$ cat src/rtl/level_count_ctrl_pkg.sv
// Shared types and helpers for the level-duration counter.
// State encoding, tick divider sizing and default clock constants.
package level_count_pkg;

    typedef enum logic [1:0] {
        IDLE     = 2'd0,
        ARMED    = 2'd1,
        COUNTING = 2'd2,
        DONE     = 2'd3
    } state_t;

    localparam int DEF_CLK_FREQ_HZ = 100_000_000;
    localparam int DEF_TICK_HZ     = 2;

    function automatic int calc_div(input int clk_hz, input int tick_hz);
        return clk_hz / tick_hz;
    endfunction

    // Never narrower than one bit, even for the minimum divide of 2.
    function automatic int div_width(input int div);
        return (div <= 2) ? 1 : $clog2(div);
    endfunction

endpackage

$ cat src/rtl/level_count_ctrl_tick_gen.sv
// Tick enable generator: one-cycle pulse every DIV enabled cycles.
// Synchronous clear restarts the period from zero.
module tick_gen
    import level_count_pkg::*;
#(
    parameter int DIV = 10
) (
    input  logic clk_in,
    input  logic reset,
    input  logic i_clr,
    input  logic i_en,
    output logic o_tick
);

    localparam int W = div_width(DIV);
    localparam logic [W-1:0] LAST = W'(DIV - 1);

    logic [W-1:0] r_div;

    always_ff @(posedge clk_in) begin
        if (reset || i_clr) begin
            r_div <= '0;
        end else if (i_en) begin
            r_div <= (r_div == LAST) ? '0 : r_div + 1'b1;
        end
    end

    assign o_tick = i_en && (r_div == LAST);

endmodule

$ cat src/rtl/level_count_ctrl.sv
// Arm/clear controller timing how many ticks a level stays high.
// Define LEVEL_COUNT_CTRL_DEBOUNCE_EN to debounce the synchronised level.
module level_count_ctrl
    import level_count_pkg::*;
#(
    parameter int CLK_FREQ_HZ = DEF_CLK_FREQ_HZ,
    parameter int TICK_HZ     = DEF_TICK_HZ,
    parameter int COUNT_BITS  = 8
`ifdef LEVEL_COUNT_CTRL_DEBOUNCE_EN
    ,
    parameter int DEB_CYCLES  = 16
`endif
) (
    input  logic                  clk_in,
    input  logic                  reset,
    input  logic                  i_lv_in,
    input  logic                  i_arm,
    input  logic                  i_clear,
    input  logic [COUNT_BITS-1:0] i_limit,
    output logic [COUNT_BITS-1:0] o_count,
    output logic [1:0]            o_state,
    output logic                  o_busy,
    output logic                  o_done,
    output logic                  o_limit_hit,
    output logic                  o_tick
);

    localparam int DIV = calc_div(CLK_FREQ_HZ, TICK_HZ);

    state_t                r_state;
    state_t                w_next;
    logic                  r_sync1;
    logic                  r_sync2;
    logic                  r_lv_p;
    logic                  w_lv;
    logic                  w_rise;
    logic                  w_div_tick;
    logic                  r_tick;
    logic                  r_limit_hit;
    logic [COUNT_BITS-1:0] r_count;
    logic [COUNT_BITS-1:0] r_limit_q;
    logic [COUNT_BITS-1:0] w_count_inc;
    logic [COUNT_BITS-1:0] w_lim_sel;

    always_ff @(posedge clk_in) begin
        if (reset) begin
            r_sync1 <= 1'b0;
            r_sync2 <= 1'b0;
            r_lv_p  <= 1'b0;
        end else begin
            r_sync1 <= i_lv_in;
            r_sync2 <= r_sync1;
            r_lv_p  <= w_lv;
        end
    end

`ifdef LEVEL_COUNT_CTRL_DEBOUNCE_EN
    localparam int DEB_W = $clog2(DEB_CYCLES + 1);

    logic [DEB_W-1:0] r_deb_cnt;
    logic             r_deb;

    // Output follows only once the new level has persisted long enough.
    always_ff @(posedge clk_in) begin
        if (reset) begin
            r_deb_cnt <= '0;
            r_deb     <= 1'b0;
        end else if (r_sync2 == r_deb) begin
            r_deb_cnt <= '0;
        end else if (r_deb_cnt == DEB_W'(DEB_CYCLES - 1)) begin
            r_deb_cnt <= '0;
            r_deb     <= r_sync2;
        end else begin
            r_deb_cnt <= r_deb_cnt + 1'b1;
        end
    end

    assign w_lv = r_deb;
`else
    assign w_lv = r_sync2;
`endif

    assign w_rise      = w_lv && !r_lv_p;
    assign w_count_inc = r_count + 1'b1;
    assign w_lim_sel   = (i_limit == '0) ? '1 : i_limit;

    tick_gen #(
        .DIV (DIV)
    ) u_tick_gen (
        .clk_in (clk_in),
        .reset  (reset),
        .i_clr  (i_clear || (r_state != COUNTING)),
        .i_en   (r_state == COUNTING),
        .o_tick (w_div_tick)
    );

    always_ff @(posedge clk_in) begin
        if (reset) begin
            r_state <= IDLE;
        end else begin
            r_state <= w_next;
        end
    end

    always_comb begin
        w_next = r_state;
        if (i_clear) begin
            w_next = IDLE;
        end else begin
            case (r_state)
                IDLE:     if (i_arm) w_next = ARMED;
                ARMED:    if (w_rise) w_next = COUNTING;
                COUNTING: begin
                    if (!w_lv) begin
                        w_next = DONE;
                    end else if (w_div_tick && (w_count_inc == r_limit_q)) begin
                        w_next = DONE;
                    end
                end
                DONE:     if (i_arm) w_next = ARMED;
                default:  w_next = IDLE;
            endcase
        end
    end

    // A falling level wins over a coincident tick, so no increment then.
    always_ff @(posedge clk_in) begin
        if (reset) begin
            r_count     <= '0;
            r_limit_hit <= 1'b0;
            r_tick      <= 1'b0;
            r_limit_q   <= '0;
        end else begin
            r_tick <= 1'b0;
            if (i_clear) begin
                r_count     <= '0;
                r_limit_hit <= 1'b0;
            end else begin
                case (r_state)
                    IDLE, ARMED: begin
                        if (i_arm) r_limit_q <= w_lim_sel;
                    end
                    COUNTING: begin
                        if (w_lv && w_div_tick) begin
                            r_tick  <= 1'b1;
                            r_count <= w_count_inc;
                            if (w_count_inc == r_limit_q) r_limit_hit <= 1'b1;
                        end
                    end
                    DONE: begin
                        if (i_arm) begin
                            r_count     <= '0;
                            r_limit_hit <= 1'b0;
                            r_limit_q   <= w_lim_sel;
                        end
                    end
                    default: ;
                endcase
            end
        end
    end

    always_comb begin
        o_state     = r_state;
        o_busy      = (r_state == ARMED) || (r_state == COUNTING);
        o_done      = (r_state == DONE);
        o_count     = r_count;
        o_limit_hit = r_limit_hit;
        o_tick      = r_tick;
    end

endmodule

$ cat config.mk
export PLATFORM = sky130hd
export DESIGN_NAME = level_count_ctrl
export DESIGN_NICKNAME = d
export VERILOG_FILES = /design/src/rtl/level_count_ctrl_pkg.sv /design/src/rtl/level_count_ctrl_tick_gen.sv /design/src/rtl/level_count_ctrl.sv
export SDC_FILE = /design/constraint.sdc
export NUM_CORES = 1
export LEC_CHECK = 0
export BUFFER_PORTS_ARGS = -buffer_cell sky130_fd_sc_hd__buf_2
export CAP_MARGIN = 20
export CORE_ASPECT_RATIO = 1.25
export CORE_MARGIN = 2
export CORE_UTILIZATION = 55
export DETAILED_ROUTE_END_ITERATION = 10
export GPL_ROUTABILITY_DRIVEN = 0
export PLACE_DENSITY = 0.77
export SLEW_MARGIN = 25
export SYNTH_ARGS = -nofsm -noshare
export SYNTH_HDL_FRONTEND = slang
export SYNTH_HIERARCHICAL = 1
export SYNTH_SLANG_ARGS = --single-unit
export TNS_END_PERCENT = 20
$ cat constraint.sdc
create_clock -name clk_in -period 7.78 [get_ports clk_in]
set_clock_uncertainty 0.15 [all_clocks]
set_input_delay 1.556 -clock clk_in [delete_from_list [all_inputs] [get_ports clk_in]]
set_output_delay 1.556 -clock clk_in [all_outputs]
set_load 0.02 [all_outputs]
==> results of run 1 <==
-- logic make-up (layout without fill, tap and decap cells) --
kind of cell,count (synthesis),count (layout)
xor gates and xnor gates,21,21
AOI/OAI and AO/OA,56,56
and+or+nand+nor,160,160
muxes,3,3
buffers and inverters,22,39
adders and majority gates,6,6
DFF,49,49
-- final timing paths --
kind                           startpoint                      end  slack [ns]  cells after the start
setup / recovery  o_state[0]$_SDFFE_PP0P_  o_count[6]$_SDFFE_PP0P_        4.58                     10
hold / removal         r_sync1$_SDFF_PP0_       r_sync2$_SDFF_PP0_        0.30                      1
setup reg to reg  o_state[0]$_SDFFE_PP0P_  o_count[6]$_SDFFE_PP0P_        4.58                     10
hold reg to reg        r_sync1$_SDFF_PP0_       r_sync2$_SDFF_PP0_        0.30                      1
-- synth_stat cells (all sizes together) --
cell type | count | area (um2)
dfxtp | 49 | 980.9
nor2 | 48 | 180.2
nand2 | 23 | 86.33
a21oi | 20 | 100.1
nand4 | 15 | 100.1
xor2 | 15 | 131.4
nor3 | 14 | 70.07
o21ai | 13 | 65.06
nand3 | 10 | 50.05
buf | 9 | 53.80
or4 | 9 | 67.56
o31ai | 8 | 65.06
or3 | 8 | 52.55
clkbuf | 7 | 27.52
ha | 6 | 75.07
inv | 6 | 22.52
nor4 | 6 | 37.54
xnor2 | 6 | 52.55
and3 | 5 | 31.28
nor2b | 5 | 31.28
and4 | 4 | 36.29
nand2b | 3 | 18.77
nor3b | 3 | 27.52
a211oi | 2 | 20.02
a311oi | 2 | 17.52
a31oi | 2 | 12.51
and2 | 2 | 12.51
mux2i | 2 | 20.02
o211ai | 2 | 15.01
o21a | 2 | 15.01
or2 | 2 | 12.52
a2bb2oi | 1 | 8.760
a32o | 1 | 10.01
mux2 | 1 | 11.26
nand4b | 1 | 8.760
nor4b | 1 | 23.77
o221a | 1 | 11.26
o32ai | 1 | 16.27
o41ai | 1 | 8.760
or4b | 1 | 10.01
-- state kept, by name, indices dropped and copies added, names as in the netlist --
| name | count |
|---|---|
| r_sync2 | 1 |
| r_lv_p | 1 |
| o_limit_hit | 1 |
| o_count | 8 |
| r_limit_q | 8 |
| o_tick | 1 |
| o_state | 2 |
| r_sync1 | 1 |
| u_tick_gen/r_div | 26 |
-- final cells by class --
type / instances / area share [%]
multi-input cells: 246 / 54.02
clock buffers: 5 / 2.458
repair buffers: 27 / 4.915
inverters: 6 / 0.8043
well taps: 58 / 2.592
clock inverters: 1 / 0.1787
flip-flops and latches: 49 / 35.03
-- power breakdown --
part	switching, mW	internal [mW]
combinational	0.0187	0.0127
sequential	0.00322	0.255
clock	0.0803	0.0594
total	0.102	0.327
-- worst max-delay path: cells and delay by family, from the launching register on --
kind / cells / cell delay (ns)
AND/OR/NAND/NOR: 5 / 1.04
buffers and inverters: 1 / 0.07
flip-flops: 1 / 0.36
AO/OA/AOI/OAI: 3 / 0.97
adder cells (fa/ha/maj): 1 / 0.49
-- per-layer routing --
| layer | vias up | GRT usage [%] | part of all wire, % |
|---|---|---|---|
| met5 | - | 0 | 0 |
| met4 | 0 | 11.46 | 3.2 |
| met3 | 18 | 4.571 | 3.7 |
| met2 | 68 | 40.71 | 50 |
| met1 | 1091 | 25.11 | 43 |
| li1 | 1182 | - | - |
-- stage by stage --
stage	util, %	hold slack (ns)
floorplan	-	0.2638
global placement	61.14	0.2718
detailed placement	61.14	0.2844
CTS	62.79	0.3042
global route	62.79	0.3145
finish	62.79	0.2961
==> results.cfg, run 1 <==
[status]
status = completed

[layout]
multi_input_area_um2 = 1513
fin_area_um2 = 2800
area_growth_pct = 7.804
nNetsFinal = 354
fillers = 424
mostFrequentLayoutCell = dfxtp_1
seqCellArea_um2 = 980.9
diodes = 0
drive_above_1_share_pct = 13.17
stdcell_count = 392
final_cell_mix = dfxtp_1 (49), nor2_1 (48), buf_2 (26), nand2_1 (23), a21oi_1 (20)

[clocking]
numCtsBuffers = 5
cts_buffer_depth = 2
path_clk_slew_ns = 0.08
post_cts_buffers = 0
insertion_delay_ns = 0.30
ctsHoldBuffers = 0
cts.sinks = 49
root_buffer = clkbuf_8
post_cts_resized = 0
h-tree-depth = 2
cts_tree = yes

[timing]
clock.fmax_mhz = 312.5
setup-tns-final_ns = 0
setup_violations = 0
rsz0062_at_grt = false
setup_ws_ns = 4.580
min_period_ns = 3.200
maxSlewHeadroom_pct = 47.70
timing.final.crit_share_pct = 41.13
slew_viol_final = 0
tightest_slew_ns = 0.7798
hold_viol = 0

[worst_setup_path]
cp_max_fo = 15
worstPathRequired_ns = 7.82
cp-start-kind = flip-flop
crit_chain = inv_1 > ha_1 > and4_2 > nand4_1 > nor3_1 > nand2_1 > a21oi_1 > o21ai_0 > a21oi_1 > nor2_1
cp_slowest_cell = a21oi_1
crit_top_cell = a21oi_1
cp.arrival_ns = 3.24
cp-end-kind = flip-flop
cpPeakStageDelay_ns = 0.57
criticalPathCategory = flip-flop to flip-flop

[synthesis]
synth-compound-area-share_pct = 14.07
synth.distinct_cells = 51
yosys-mux-area-fraction_pct = 1.204
synth_seq_cells = 49
yosysSeqAreaShare_pct = 37.76
syn-cell-area_um2 = 2597
synth_top_family_by_area = simple AND/OR/NAND/NOR gates
avgSynthCellArea_um2 = 8.194
ys_warn_count = 6
syn_nets = 336
synthAdderAreaFrac_pct = 2.890
synth-xor-area-share_pct = 7.081
synth_simple_gate_area_share_pct = 33.00
synthCells = 317

[drt]
detailedRoute.firstPassIterationCount = 4
wirelength_um = 5501
vias = 2359
antenna_left = 0
drtIter0Drc = 168
wl_per_cell_um = 14.03
via_per_inst = 6.018
drc_errors = 0

[min_path]
hp-class = flip-flop to flip-flop

[grt]
grt_max_degree = 17
grt_antenna_before_repair = 0
grt_pass1_vias = 2177
grt.total_usage_pct = 22.64
grt_pass1_wl_um = 9390
gr-total-overflow = 0

[placed_design]
port_buffers = 26
dp_slack_ns = 4.641
dp_cells = 386
dp.final_hpwl_um = 4097
placed_area_um2 = 2726

[die]
design.core.area_um2 = 4459
dieArea_um2 = 5292
pin_count = 27
die_y_um = 80.84
initial_utilization_pct = 58.25
die_x_um = 65.47
fp-row-count = 27

[pwr]
p_leak_nw = 0.9638
p_total_mw = 0.4290
ir_worst_vdd_v = 0.0001070
power_density_nw_per_um2 = 153.2

[flow_run]
cap_violations = 0
No activity file was read; power rests on OpenSTA's default activity.
==> inputs of run 2 (changes only) <==
Clock period 7.78 ns to 3.2 ns, I/O delays scaled along.
==> run 2 against run 1 <==
Against the previous run: sequential power grew 140%; clock-buffer cell count grew 1; cell count grew 1.0%; die area is the same; largest cell class unchanged.
==> results.cfg, run 2 (same netlist as run 1, synthesis figures left out) <==
[clocking]
root_buffer = clkbuf_8
insertion_delay_ns = 0.30
numCtsBuffers = 5
cts_tree = yes
cts_buffer_depth = 2
ctsHoldBuffers = 0
path_clk_slew_ns = 0.09
cts.sinks = 49
h-tree-depth = 2
post_cts_buffers = 0
post_cts_resized = 0

[die]
die_x_um = 65.47
die_y_um = 80.84
pin_count = 27
dieArea_um2 = 5292
fp-row-count = 27
initial_utilization_pct = 58.25
design.core.area_um2 = 4459

[timing]
min_period_ns = 2.756
rsz0062_at_grt = false
hold_viol = 0
setup-tns-final_ns = 0
setup_violations = 0
maxSlewHeadroom_pct = 51.98
tightest_slew_ns = 0.7161
clock.fmax_mhz = 362.8
slew_viol_final = 0
timing.final.crit_share_pct = 86.14

[pwr]
power_density_nw_per_um2 = 407.8
p_total_mw = 1.167
ir_worst_vdd_v = 0.0003013
p_leak_nw = 0.9919

[drt]
antenna_left = 0
wirelength_um = 5713
wl_per_cell_um = 14.43
drtIter0Drc = 118
drc_errors = 0
via_per_inst = 6.023
vias = 2385
detailedRoute.firstPassIterationCount = 4

[layout]
mostFrequentLayoutCell = dfxtp_1
diodes = 0
fin_area_um2 = 2861
top_register = u_tick_gen/r_div
stdcell_count = 396
largest_register_ff_count = 26
area_growth_pct = 10.16
nNetsFinal = 356
final_cell_mix = dfxtp_1 (49), nor2_1 (48), buf_2 (26), nand2_1 (23), a21oi_1 (20)
drive_above_1_share_pct = 14.20
fillers = 397

[placed_design]
port_buffers = 26
dp_cells = 388
dp.final_hpwl_um = 4235
placed_area_um2 = 2741

[grt]
grt_pass1_vias = 2303
grt_max_degree = 18
grt.total_usage_pct = 23.71
gr-total-overflow = 0
grt_use_met1_pct = 24.59
use_met3_pct = 5.263
grt-busiest-layer = met2
use_met2_pct = 44.80
grt_antenna_before_repair = 0
grt_pass1_wl_um = 9867

[worst_setup_path]
worstPathRequired_ns = 3.24
criticalPathCategory = flip-flop to flip-flop
cpPeakStageDelay_ns = 0.55
cp_slowest_cell = a21oi_1
crit_chain = ha_1 > and3_1 > nand4_1 > nor3_1 > nand2_1 > a21oi_1 > o21ai_0 > a21oi_1 > nor2_1
cp-start-kind = flip-flop
timing.critical_path.buf_inv = 0
cp.arrival_ns = 2.80
cp-end-kind = flip-flop
crit_top_cell = a21oi_1
crit_family = compound AO/OA/AOI/OAI gates
cp_max_fo = 10

[min_path]
hp-class = flip-flop to flip-flop

[status]
status = completed

[flow_run]
cap_violations = 0
## run 2: path summary, 6_finish.rpt
| check | start | end | slack [ns] | depth (start not counted) |
|---|---|---|---|---|
| setup reg to reg | u_tick_gen/r_div[0]$_SDFFE_PP0P_ | o_count[4]$_SDFFE_PP0P_ | 0.44 | 9 |
| hold reg to reg | r_sync1$_SDFF_PP0_ | r_sync2$_SDFF_PP0_ | 0.32 | 1 |
| hold / removal | r_sync1$_SDFF_PP0_ | r_sync2$_SDFF_PP0_ | 0.32 | 1 |
| setup / recovery | u_tick_gen/r_div[0]$_SDFFE_PP0P_ | o_count[4]$_SDFFE_PP0P_ | 0.44 | 9 |
## run 2: stage by stage
step | hold WS [ns] | worst slack [ns] | utilization [%]
5_1_grt | 0.3347 | 0.2025 | 64.17
3_5_place_dp | 0.3103 | 0.4912 | 61.48
2_1_floorplan | 0.2638 | 0.4293 | -
4_1_cts | 0.3267 | 0.4536 | 64.17
3_3_place_gp | 0.2920 | 0.7054 | 61.48
6_report | 0.3162 | 0.4436 | 64.17
## run 2: cell type report
class	count	area (um2)	share of cell area (%)
tap	58	72.57	2.536
clock inverter	2	37.54	1.312
multi-input combinational	246	1513	52.86
sequential	49	980.9	34.28
clock buffer	6	82.58	2.886
inverter	6	22.52	0.7871
timing repair buffer	29	152.6	5.334
## run 2: layer usage
| layer | up-vias | share of wire (%) |
|---|---|---|
| li1 | 1194 | - |
| met1 | 1110 | 41 |
| met2 | 68 | 53 |
| met3 | 13 | 3.8 |
| met4 | 0 | 2.4 |
| met5 | - | 0 |
## run 2: report_power, final
part / total, mW / internal, mW / switching [mW]
registers: 0.628 / 0.620 / 0.00824
clock network: 0.461 / 0.254 / 0.207
logic: 0.0778 / 0.0320 / 0.0459
total: 1.17 / 0.906 / 0.261
